File: config.mk
export PLATFORM = sky130hd
export DESIGN_NAME = link_train_ctrl
export DESIGN_NICKNAME = d
export VERILOG_FILES = /design/src/rtl/link_ctrl_pkg.sv /design/src/rtl/link_cycle_timer.sv /design/src/rtl/link_train_ctrl.sv
export SDC_FILE = /design/constraint.sdc
export NUM_CORES = 1
export LEC_CHECK = 0
export ABC_AREA = 0
export ABC_CLOCK_PERIOD_IN_PS = 2800
export CAP_MARGIN = 20
export CELL_PAD_IN_SITES_DETAIL_PLACEMENT = 2
export CELL_PAD_IN_SITES_GLOBAL_PLACEMENT = 2
export CORE_MARGIN = 5
export CORE_UTILIZATION = 33
export CTS_BUF_LIST = sky130_fd_sc_hd__clkbuf_4 sky130_fd_sc_hd__clkbuf_8
export DETAILED_ROUTE_END_ITERATION = 8
export GPL_TIMING_DRIVEN = 0
export MAX_ROUTING_LAYER = met4
export PLACE_DENSITY = 0.91
export REMOVE_ABC_BUFFERS = 1
export SYNTH_ARGS = -nofsm -noshare
export SYNTH_HDL_FRONTEND = slang
export SYNTH_SLANG_ARGS = --single-unit
File: constraint.sdc
create_clock -name i_clk -period 2.8 [get_ports i_clk]
set_input_delay 0.28 -clock i_clk [delete_from_list [all_inputs] [get_ports i_clk]]
set_output_delay 0.28 -clock i_clk [all_outputs]
set_load 0.05 [all_outputs]
File: src/rtl/link_ctrl_pkg.sv
// Shared types and constants for the link bring-up controller.
package link_ctrl_pkg;

    localparam int STATE_W     = 3;
    // ERR_CNT is stale for this many cycles starting with a CLR pulse
    localparam int CLR_IGN_CYC = 2;

    typedef enum logic [STATE_W-1:0] {
        ST_IDLE       = 3'd0,
        ST_INIT       = 3'd1,
        ST_WAIT_ALIGN = 3'd2,
        ST_SETTLE     = 3'd3,
        ST_UP         = 3'd4,
        ST_FAIL       = 3'd5
    } state_t;

    function automatic int max3(input int a, input int b, input int c);
        int m;
        m = (a > b) ? a : b;
        return (m > c) ? m : c;
    endfunction

endpackage

File: src/rtl/link_cycle_timer.sv
// Up-counting cycle timer: synchronous clear, holds at the terminal value.
module link_cycle_timer #(
    parameter int W = 10
) (
    input  logic         i_clk,
    input  logic         i_rst_n,
    input  logic         i_clr,
    input  logic [W-1:0] i_term,
    output logic [W-1:0] o_cnt,
    output logic         o_tc
);

    logic [W-1:0] r_cnt;

    always_ff @(posedge i_clk or negedge i_rst_n) begin
        if (!i_rst_n) begin
            r_cnt <= '0;
        end else if (i_clr) begin
            r_cnt <= '0;
        end else if (r_cnt != i_term) begin
            r_cnt <= r_cnt + 1'b1;
        end
    end

    assign o_cnt = r_cnt;
    assign o_tc  = (r_cnt == i_term);

endmodule

File: src/rtl/link_train_ctrl.sv
// Link bring-up/supervision FSM: PHY init, alignment wait, error probation, retrain.
// Optional macro LINK_ERR_WINDOW_EN turns the UP-state error check into a per-window rate.
//
// state      | meaning
// IDLE       | link down, all outputs 0, retry count cleared
// INIT       | PHY_INIT high for INIT_CYC cycles, CLR on entry
// WAIT_ALIGN | PHY_INIT high, waiting for ALIGNED up to ALIGN_TO cycles
// SETTLE     | error-free probation for SETTLE_CYC cycles, CLR on entry
// UP         | link operational, supervising ALIGNED and ERR_CNT
// FAIL       | retries exhausted, held until EN drops
module link_train_ctrl
    import link_ctrl_pkg::*;
#(
    parameter int INIT_CYC   = 64,
    parameter int ALIGN_TO   = 1024,
    parameter int SETTLE_CYC = 256,
    parameter int ERR_TH     = 4,
    parameter int MAX_RETRY  = 3
`ifdef LINK_ERR_WINDOW_EN
    ,
    parameter int ERR_WIN    = 4096
`endif
) (
    input  logic               i_rstx,
    input  logic               i_clk,
    input  logic               i_en,
    input  logic               i_aligned,
    input  logic [7:0]         i_err_cnt,
    output logic               o_phy_init,
    output logic               o_clr,
    output logic               o_link_up,
    output logic               o_link_fail,
    output logic [3:0]         o_retry_cnt,
    output logic [STATE_W-1:0] o_state
);

    localparam int CNT_W = $clog2(max3(INIT_CYC, ALIGN_TO, SETTLE_CYC));
    localparam logic [CNT_W-1:0] INIT_TERM   = CNT_W'(INIT_CYC - 1);
    localparam logic [CNT_W-1:0] ALIGN_TERM  = CNT_W'(ALIGN_TO - 1);
    localparam logic [CNT_W-1:0] SETTLE_TERM = CNT_W'(SETTLE_CYC - 1);

    state_t           r_state;
    state_t           w_nxt;
    logic             r_phy_init;
    logic             r_clr;
    logic             r_link_up;
    logic             r_link_fail;
    logic [3:0]       r_retry;
    logic [3:0]       w_retry_inc;
    logic             w_retry;
    logic             w_err_hit;
    logic             w_up_err_ok;
    logic             w_win_wrap;
    logic             w_tmr_clr;
    logic             w_tc;
    logic [CNT_W-1:0] w_cnt;
    logic [CNT_W-1:0] w_term;

    always_comb begin
        w_term = '0;
        case (r_state)
            ST_INIT:       w_term = INIT_TERM;
            ST_WAIT_ALIGN: w_term = ALIGN_TERM;
            ST_SETTLE:     w_term = SETTLE_TERM;
            default:       w_term = '0;
        endcase
    end

    assign w_tmr_clr = (w_nxt != r_state);

    link_cycle_timer #(.W(CNT_W)) u_state_tmr (
        .i_clk   (i_clk),
        .i_rst_n (i_rstx),
        .i_clr   (w_tmr_clr),
        .i_term  (w_term),
        .o_cnt   (w_cnt),
        .o_tc    (w_tc)
    );

`ifdef LINK_ERR_WINDOW_EN
    localparam int WIN_W = $clog2(ERR_WIN);
    logic [WIN_W-1:0] w_win_cnt;
    logic             w_win_tc;

    // Held at zero outside UP; wraps modulo ERR_WIN while UP
    link_cycle_timer #(.W(WIN_W)) u_win_tmr (
        .i_clk   (i_clk),
        .i_rst_n (i_rstx),
        .i_clr   ((r_state != ST_UP) || w_win_tc),
        .i_term  (WIN_W'(ERR_WIN - 1)),
        .o_cnt   (w_win_cnt),
        .o_tc    (w_win_tc)
    );

    assign w_win_wrap  = w_win_tc && (r_state == ST_UP);
    assign w_up_err_ok = (w_win_cnt >= WIN_W'(CLR_IGN_CYC));
`else
    assign w_win_wrap  = 1'b0;
    assign w_up_err_ok = 1'b1;
`endif

    assign w_err_hit   = (i_err_cnt >= 8'(ERR_TH));
    assign w_retry_inc = (r_retry == 4'hF) ? r_retry : r_retry + 4'd1;

    always_comb begin
        w_nxt   = r_state;
        w_retry = 1'b0;
        if (!i_en) begin
            w_nxt = ST_IDLE;
        end else begin
            case (r_state)
                ST_IDLE:       w_nxt = ST_INIT;
                ST_INIT:       if (w_tc) w_nxt = ST_WAIT_ALIGN;
                ST_WAIT_ALIGN: begin
                    if (i_aligned)  w_nxt   = ST_SETTLE;
                    else if (w_tc)  w_retry = 1'b1;
                end
                ST_SETTLE: begin
                    if (!i_aligned || ((w_cnt >= CNT_W'(CLR_IGN_CYC)) && w_err_hit))
                        w_retry = 1'b1;
                    else if (w_tc)
                        w_nxt = ST_UP;
                end
                ST_UP:         if (!i_aligned || (w_up_err_ok && w_err_hit)) w_retry = 1'b1;
                ST_FAIL:       w_nxt = ST_FAIL;
                default:       w_nxt = ST_IDLE;
            endcase
            if (w_retry)
                w_nxt = (w_retry_inc == 4'(MAX_RETRY)) ? ST_FAIL : ST_INIT;
        end
    end

    // Outputs are registered from the next state so they line up with r_state
    always_ff @(posedge i_clk or negedge i_rstx) begin
        if (!i_rstx) begin
            r_state     <= ST_IDLE;
            r_phy_init  <= 1'b0;
            r_clr       <= 1'b0;
            r_link_up   <= 1'b0;
            r_link_fail <= 1'b0;
            r_retry     <= 4'd0;
        end else begin
            r_state     <= w_nxt;
            r_phy_init  <= (w_nxt == ST_INIT) || (w_nxt == ST_WAIT_ALIGN);
            r_clr       <= (((w_nxt == ST_INIT) || (w_nxt == ST_SETTLE)) && w_tmr_clr)
                           || (w_win_wrap && (w_nxt == ST_UP));
            r_link_up   <= (w_nxt == ST_UP);
            r_link_fail <= (w_nxt == ST_FAIL);
            if (w_nxt == ST_IDLE)
                r_retry <= 4'd0;
            else if (w_retry)
                r_retry <= w_retry_inc;
        end
    end

    assign o_phy_init  = r_phy_init;
    assign o_clr       = r_clr;
    assign o_link_up   = r_link_up;
    assign o_link_fail = r_link_fail;
    assign o_retry_cnt = r_retry;
    assign o_state     = r_state;

endmodule

# Yosys cells after proc, flatten, opt, wreduce, memory -nomap -nowiden
# Index checks and enable logic that the tools add are counted.
dict set report op_classes {
  add_sub_neg 2
  multipliers 0
  n_div 0
  magnitude_cmp 2
  n_eq_ne 15
  shift 0
  n_mux 21
  bitwise 0
  reduce_logical 11
}
# op count
set op_table {}
lappend op_table {{$pmux 10 s3} 1}
lappend op_table {{$mux 3} 7}
lappend op_table {{$mux 10} 2}
lappend op_table {{$pmux 3 s6} 1}
lappend op_table {{$eq 3x2->1 const B} 4}
lappend op_table {{$eq 3x3->1 const B} 4}
lappend op_table {{$mux 4} 3}
lappend op_table {{$add 10x1->10 const B} 1}
lappend op_table {{$eq 10x10->1} 1}
lappend op_table {{$ge 10x2->1 const B} 1}
lappend op_table {{$ne 10x10->1} 1}
lappend op_table {{$ge 8x3->1 const B} 1}
lappend op_table {{$eq 3x1->1 const B} 2}
lappend op_table {{$logic_not 3->1} 2}
lappend op_table {{$mux 1} 6}
lappend op_table {{$add 4x1->4 const B} 1}
lappend op_table {{$eq 4x2->1 const B} 1}
lappend op_table {{$eq 4x4->1 const B} 1}
lappend op_table {{$logic_or 1x1->1} 4}
lappend op_table {{$reduce_bool 2->1} 2}
lappend op_table {{$ne 3x3->1} 1}
lappend op_table {{$pmux 1 s3} 1}
lappend op_table {{$logic_and 1x1->1} 2}
lappend op_table {{$logic_not 1->1} 1}
dict set report word_totals {
  register_bits 21
  latchBits 0
  ramBits 0
  rom_bits 0
  input_bits 12
  output_inout_bits 11
  word_cells 58
  memories 0
}

# Depth between registers and ports, before layout
dict set report depth {
  ltp_word 12
  mapped_depth 9
  mapped_depth_nobuf 9
}

# Modules after synthesis
# Synthesis repeated with hierarchy kept, for this count alone.
dict set report hier_totals {
  hier_cells 163
  area_unflattened_um2 1495.2
}
# mod instances cells_per_inst area_each_um2
set by_module_without_submodules {}
lappend by_module_without_submodules {link_train_ctrl 1 97 860.8}
lappend by_module_without_submodules {link_cycle_timer 1 66 634.4}

# Worst setup path before layout
# Ideal clock, no wire load.
dict set report synth_path {
  path_type {register -> register}
  start {reg r_state[1], in the netlist o_state[1]}
  end {reg r_clr, in the netlist o_clr}
  setup_ns 0.065
  arrival_ns 2.741
  required_ns 2.735
  setup_slack_ns -0.006
  stages_incl_launch_ff 10
  path_buffers 2
  synth_period_minus_slack_ns 2.806
  cell_sequence {dfrtp_1 > buf_2 > or3b_1 > o2bb2ai_1 > o221ai_2 > or3b_4 > and3_1 > nor3_2 > buf_6 > o211a_1}
}
dict set report synth_via {
  elab_chain_cells 12
}
# item line
set synth_rtl {}
lappend synth_rtl {{start: declaration} link_train_ctrl.sv:42} ;# state_t r_state;
lappend synth_rtl {{start signal: assignment} link_train_ctrl.sv:143} ;# r_state <= w_nxt;
lappend synth_rtl {{$eq 3x2->1 / $eq 3x1->1 (equally long branches)} {link_train_ctrl.sv:61, link_train_ctrl.sv:111}}
lappend synth_rtl {{$pmux 10 s3} link_train_ctrl.sv:61} ;# case (r_state)
lappend synth_rtl {{$eq 10x10->1} link_cycle_timer.sv:26} ;# assign o_tc = (r_cnt == i_term);
lappend synth_rtl {{$mux 1} link_train_ctrl.sv:116} ;# else if (w_tc) w_retry = 1'b1;
lappend synth_rtl {{$mux 1} link_train_ctrl.sv:115} ;# if (i_aligned) w_nxt = ST_SETTLE;
lappend synth_rtl {{$pmux 1 s3} link_train_ctrl.sv:111} ;# case (r_state)
lappend synth_rtl {{$mux 1} link_train_ctrl.sv:108} ;# if (!i_en) begin
lappend synth_rtl {{$mux 3} link_train_ctrl.sv:128} ;# if (w_retry)
lappend synth_rtl {{$mux 3} link_train_ctrl.sv:108}
lappend synth_rtl {{$eq 3x1->1 / $eq 3x2->1 (equally long branches)} link_train_ctrl.sv:145} ;# r_clr <= (((w_nxt == ST_INIT) || (w_nxt == ST_SETTLE)) && w_tmr_clr)
lappend synth_rtl {{$logic_or 1x1->1} link_train_ctrl.sv:145}
lappend synth_rtl {{$logic_and 1x1->1 (*)} link_train_ctrl.sv:145}
lappend synth_rtl {{end signal: assignment} link_train_ctrl.sv:145}
lappend synth_rtl {{end: declaration} link_train_ctrl.sv:45} ;# logic r_clr;
# Every way passes the cells marked *; elsewhere a longest branch is shown, timed or not. The select of a mux whose other input is x is not followed.
# A chain may end at the register's enable or synchronous reset.

# Final worst setup path
dict set report layout_path {
  start {reg u_state_tmr.r_cnt[3], in the netlist u_state_tmr.o_cnt[3]}
  end {reg u_state_tmr.r_cnt[0], in the netlist u_state_tmr.o_cnt[0]}
}
dict set report layout_via {
  elab_chain_cells 10
}
# item line
set layout_rtl {}
lappend layout_rtl {{start: declaration} link_cycle_timer.sv:13} ;# logic [W-1:0] r_cnt;
lappend layout_rtl {{start signal: assignment} link_cycle_timer.sv:21} ;# r_cnt <= r_cnt + 1'b1;
lappend layout_rtl {{$ge 10x2->1} link_train_ctrl.sv:119} ;# if (!i_aligned || ((w_cnt >= CNT_W'(CLR_IGN_CYC)) && w_err_hit))
lappend layout_rtl {{$logic_and 1x1->1} link_train_ctrl.sv:119}
lappend layout_rtl {{$logic_or 1x1->1} link_train_ctrl.sv:119}
lappend layout_rtl {{$mux 1} link_train_ctrl.sv:119}
lappend layout_rtl {{$pmux 1 s3} link_train_ctrl.sv:111}
lappend layout_rtl {{$mux 1} link_train_ctrl.sv:108}
lappend layout_rtl {{$mux 3} link_train_ctrl.sv:128}
lappend layout_rtl {{$mux 3} link_train_ctrl.sv:108}
lappend layout_rtl {{$ne 3x3->1} link_train_ctrl.sv:69} ;# assign w_tmr_clr = (w_nxt != r_state);
lappend layout_rtl {{$mux 10 / $reduce_bool 2->1 (equally long branches)} -}
# Parallel ways exist; a longest one is shown, timed or not. The select of a mux whose other input is x is not followed.

==> reports/results.txt <==
By area, the combinational part of the netlist is dominated by simple AND/OR/NAND/NOR gates. The worst path needs 2770 ps of the cycle, external delays included. For this run, the top clock speed supported by timing is 361 MHz. The detailed router placed 1226 vias in this run. After the first detailed-routing iteration, the DRC count stood at 38.

The sequential area share after synthesis was 0.396. The wire-length estimate of the detail-placed layout is 2.89 mm. The floorplan die area was 0.00539 mm2; the number of inserted filler cells in the final layout was 407. TritonCTS built the clock tree. Each instance of the synthesized netlist takes up on average 9.55 um2. Summed over all instances, the cell type with the most area after synthesis is sky130_fd_sc_hd__dfrtp_1.

In this run, CTS created clock tree buffers numbering 3. IR analysis of the VDD net gives a maximum drop of 0.429 mV. The share of flip-flops with an asynchronous set or reset came out at 1.00. The run finished with clean final reports. The largest net degree at the start of global routing is 22, and the die width is 73.4 um. The root buffer cell chosen for the clock tree is sky130_fd_sc_hd__clkbuf_8. Sorting the synthesized cells by how often they occur yields sky130_fd_sc_hd__dfrtp_1, sky130_fd_sc_hd__nor2_1, sky130_fd_sc_hd__nand2_1, sky130_fd_sc_hd__xor2_1, sky130_fd_sc_hd__nor3_1. For this design the static power due to leakage is 0.753 nW.

The total power came out at 1.84 mW. The worst setup path is captured at a flop. Tracing the worst setup path back leads to its startpoint at u_state_tmr.o_cnt[3]. The logs give 0.337 for the initial cell density of the core and 23 for the total number of placement rows. Startpoint of the most critical register-to-register path: u_state_tmr.o_cnt[3]. In this run the power density over the cells is 1050 mW/mm2. STA puts the critical path data required time at 2950 ps. Hold repair after CTS inserted 0 buffers. The clock latency at the later pin of the worst-skew pair came out at 270 ps. Start-to-end type of the worst setup path: flop to flop. The final hold slack is 555 ps.

Prevailing post-synth register cell: sky130_fd_sc_hd__dfrtp_1. The flop and latch count out of synthesis is 21, and the worst endpoint data arrival time is 2920 ps. For the number of distinct library cells after synthesis, the log shows 46. The maximum fanout encountered on the critical timing path is 10.

The min-delay analysis places its worst path in the category input port to async pin. The warning count from the yosys run is 0. The first detailed-routing pass ran for 4 iterations. The total count of max-transition violations in the final report was 0; the synthesized-area fraction occupied by ao, oa, aoi and oai cells was 0.171. At the pin with the least slew margin, the transition time is 1010 ps.

After clock tree synthesis, the clock-pin slew on the worst setup and hold paths is 80 ps. The adder-cell share of the synthesized area was 0.0283; the final non-filler cell area was 0.00176 mm2. The share of layout cells above drive strength 1 came out at 0.190.

The simple logic cell fraction of the synthesized area is 0.271. The count of maximum capacitance violations was 0; the die height was 73.4 um. The logs give 30 ps for the minimum setup slack among reg-to-reg paths and 179 for the number of nets in the layout. The final critical-path share of the clock period was 0.989. The share of synthesized area spent on multiplexers was 0.0189.

Port buffering added 20 buffers. The number of failing hold endpoints at the final stage is 0, and the relative slew slack is 0.328. The core region is 0.00394 mm2. The first global-routing pass estimated 6.88 mm of wire. Number of global-route vias before repair: 1354. Launching element type of the critical path: a flop. Using the TritonRoute via totals, the vias-per-cell ratio works out to 5.76. For the maximum count of clock buffers along a single path, the log shows 2. Final weighted congestion in routability-driven placement: 0.759. Xor-xnor portion of the synthesized cell area: 0.0726. The worst clock skew is 7.80 ps, and the CTS sink count is 21. Ranked by total cell area, the synthesized netlist is headed by sky130_fd_sc_hd__dfrtp_1, sky130_fd_sc_hd__xor2_1, sky130_fd_sc_hd__nor2_1. The remaining design rule violation count is 0. The detail route stage leaves a number of antenna-violating nets equal to 0. After technology mapping, the gate count stands at 139.

The area growth from synthesis to layout is 32.4%. Summed over all layers, the routed wires come to 4.88 mm. The H-tree level count was 1; the count of boundary I/O pins was 23. The count of final setup violators was 0; the all-layer global routing usage was 0.169. Among all cell types in the netlist, the one instantiated most often is sky130_fd_sc_hd__dfrtp_1. After detailed routing, the average wire length per cell comes to 22.9 um. 0 antenna diodes ended up in the layout.

The run gives 0.00133 mm2 as the cell area after synthesis. The number of antenna violations at the first check in global routing came out at 0. The total placed instance area came out at 0.00156 mm2. The leftover overflow at the end of global routing was 0; the number of enable flip-flop cells after synthesis was 0.

Portion of synthesized cell area occupied by the leading cell type: 0.396.
[registers in the layout, indices dropped and copies added (netlist names)]
register           count
o_phy_init             1
o_link_up              1
o_link_fail            1
o_state                3
o_clr                  1
u_state_tmr.o_cnt     10
o_retry_cnt            4
[critical path: stages (launching register included)]
cell                        delay [ps]
sky130_fd_sc_hd__dfrtp_1           430
sky130_fd_sc_hd__or4_4             600
sky130_fd_sc_hd__o31a_1            350
sky130_fd_sc_hd__a31o_2            360
sky130_fd_sc_hd__o21a_1            210
sky130_fd_sc_hd__mux2_4            340
sky130_fd_sc_hd__a2111oi_1         350
[power by group]
| part | leakage, nW | switching, mW | internal [mW] | total, mW |
|---|---|---|---|---|
| logic | 0.446 | 0.692 | 0.460 | 1.15 |
| registers | 0.281 | 0.114 | 0.367 | 0.480 |
| clock network | 0.0255 | 0.108 | 0.0995 | 0.207 |
| total | 0.753 | 0.913 | 0.926 | 1.84 |
[per-stage QoR]
stage	setup WS [ps]	setup TNS, ps	utilization	instances
2_1_floorplan	-95.1	-765	-	133
3_3_place_gp	-221	-2120	0.395	203
3_5_place_dp	-286	-2930	0.395	203
4_1_cts	68.1	0	0.419	208
5_1_grt	-286	-918	0.446	213
6_report	30.4	0	0.446	213
[final timing paths]
kind | endpoint | cells after the start
worst max-delay path | u_state_tmr.o_cnt[0] | 6
worst max register to register | u_state_tmr.o_cnt[0] | 6
min in group i_clk | o_retry_cnt[3] | 1
worst min-delay path | u_state_tmr.o_cnt[4] | 1
worst min register to register | o_retry_cnt[3] | 1
max in group asynchronous | o_state[1] | 1
[logic make-up (layout without fill, tap and decap cells)]
group	after synthesis	in the layout
fa+ha+maj	3	3
mux	2	2
compound gates	26	26
flops	21	21
simple gates	64	64
buf+inv	12	36
xor+xnor	11	11
[routing by layer]
| metal | share of wire | GRT usage | up-vias |
|---|---|---|---|
| met5 | 0 | - | - |
| met4 | 0.020 | 0.0604 | 0 |
| met1 | 0.46 | 0.219 | 645 |
| li1 | - | - | 560 |
| met2 | 0.50 | 0.274 | 12 |
| met3 | 0.017 | 0.0164 | 9 |
[cells in the final DEF (no fill, tap or decap), types with 2 or more instances in the layout]
cell type / netlist / routed
sky130_fd_sc_hd__nand4_1: 3 / 3
sky130_fd_sc_hd__ha_1: 3 / 3
sky130_fd_sc_hd__a211oi_1: 2 / 2
sky130_fd_sc_hd__a41o_1: 2 / 2
sky130_fd_sc_hd__xor2_1: 11 / 11
sky130_fd_sc_hd__clkbuf_8: 0 / 3
sky130_fd_sc_hd__buf_4: 0 / 4
sky130_fd_sc_hd__and3_1: 6 / 5
sky130_fd_sc_hd__dfrtp_1: 21 / 18
sky130_fd_sc_hd__nor2_1: 14 / 14
sky130_fd_sc_hd__dfrtp_2: 0 / 3
sky130_fd_sc_hd__nand3_1: 6 / 6
sky130_fd_sc_hd__nor4_1: 2 / 2
sky130_fd_sc_hd__inv_1: 6 / 6
sky130_fd_sc_hd__clkdlybuf4s50_1: 0 / 20
sky130_fd_sc_hd__nand2_1: 12 / 12
sky130_fd_sc_hd__nor3_1: 9 / 9
sky130_fd_sc_hd__nand2b_1: 2 / 2
sky130_fd_sc_hd__a31oi_1: 4 / 3
[final cells by class]
type | instances | area [um2] | area share
clock buffer | 3 | 41.3 | 0.0235
clock inverter | 1 | 5.00 | 0.00285
inverter | 6 | 22.5 | 0.0128
multi-input combinational | 106 | 822 | 0.468
sequential | 21 | 529 | 0.301
tap | 50 | 62.6 | 0.0356
timing repair buffer | 26 | 275 | 0.157
[repair_timing]
action / in CTS / in global routing
endpoints found under the setup margin: 11 / 12
resized for setup: 4 / 10
pin swaps: 1 / 1
endpoints found under the hold margin: 0 / 0
buffers inserted: 1 / 4
cloned: 0 / 1
Note: power is estimated with default switching activity, not from simulation.
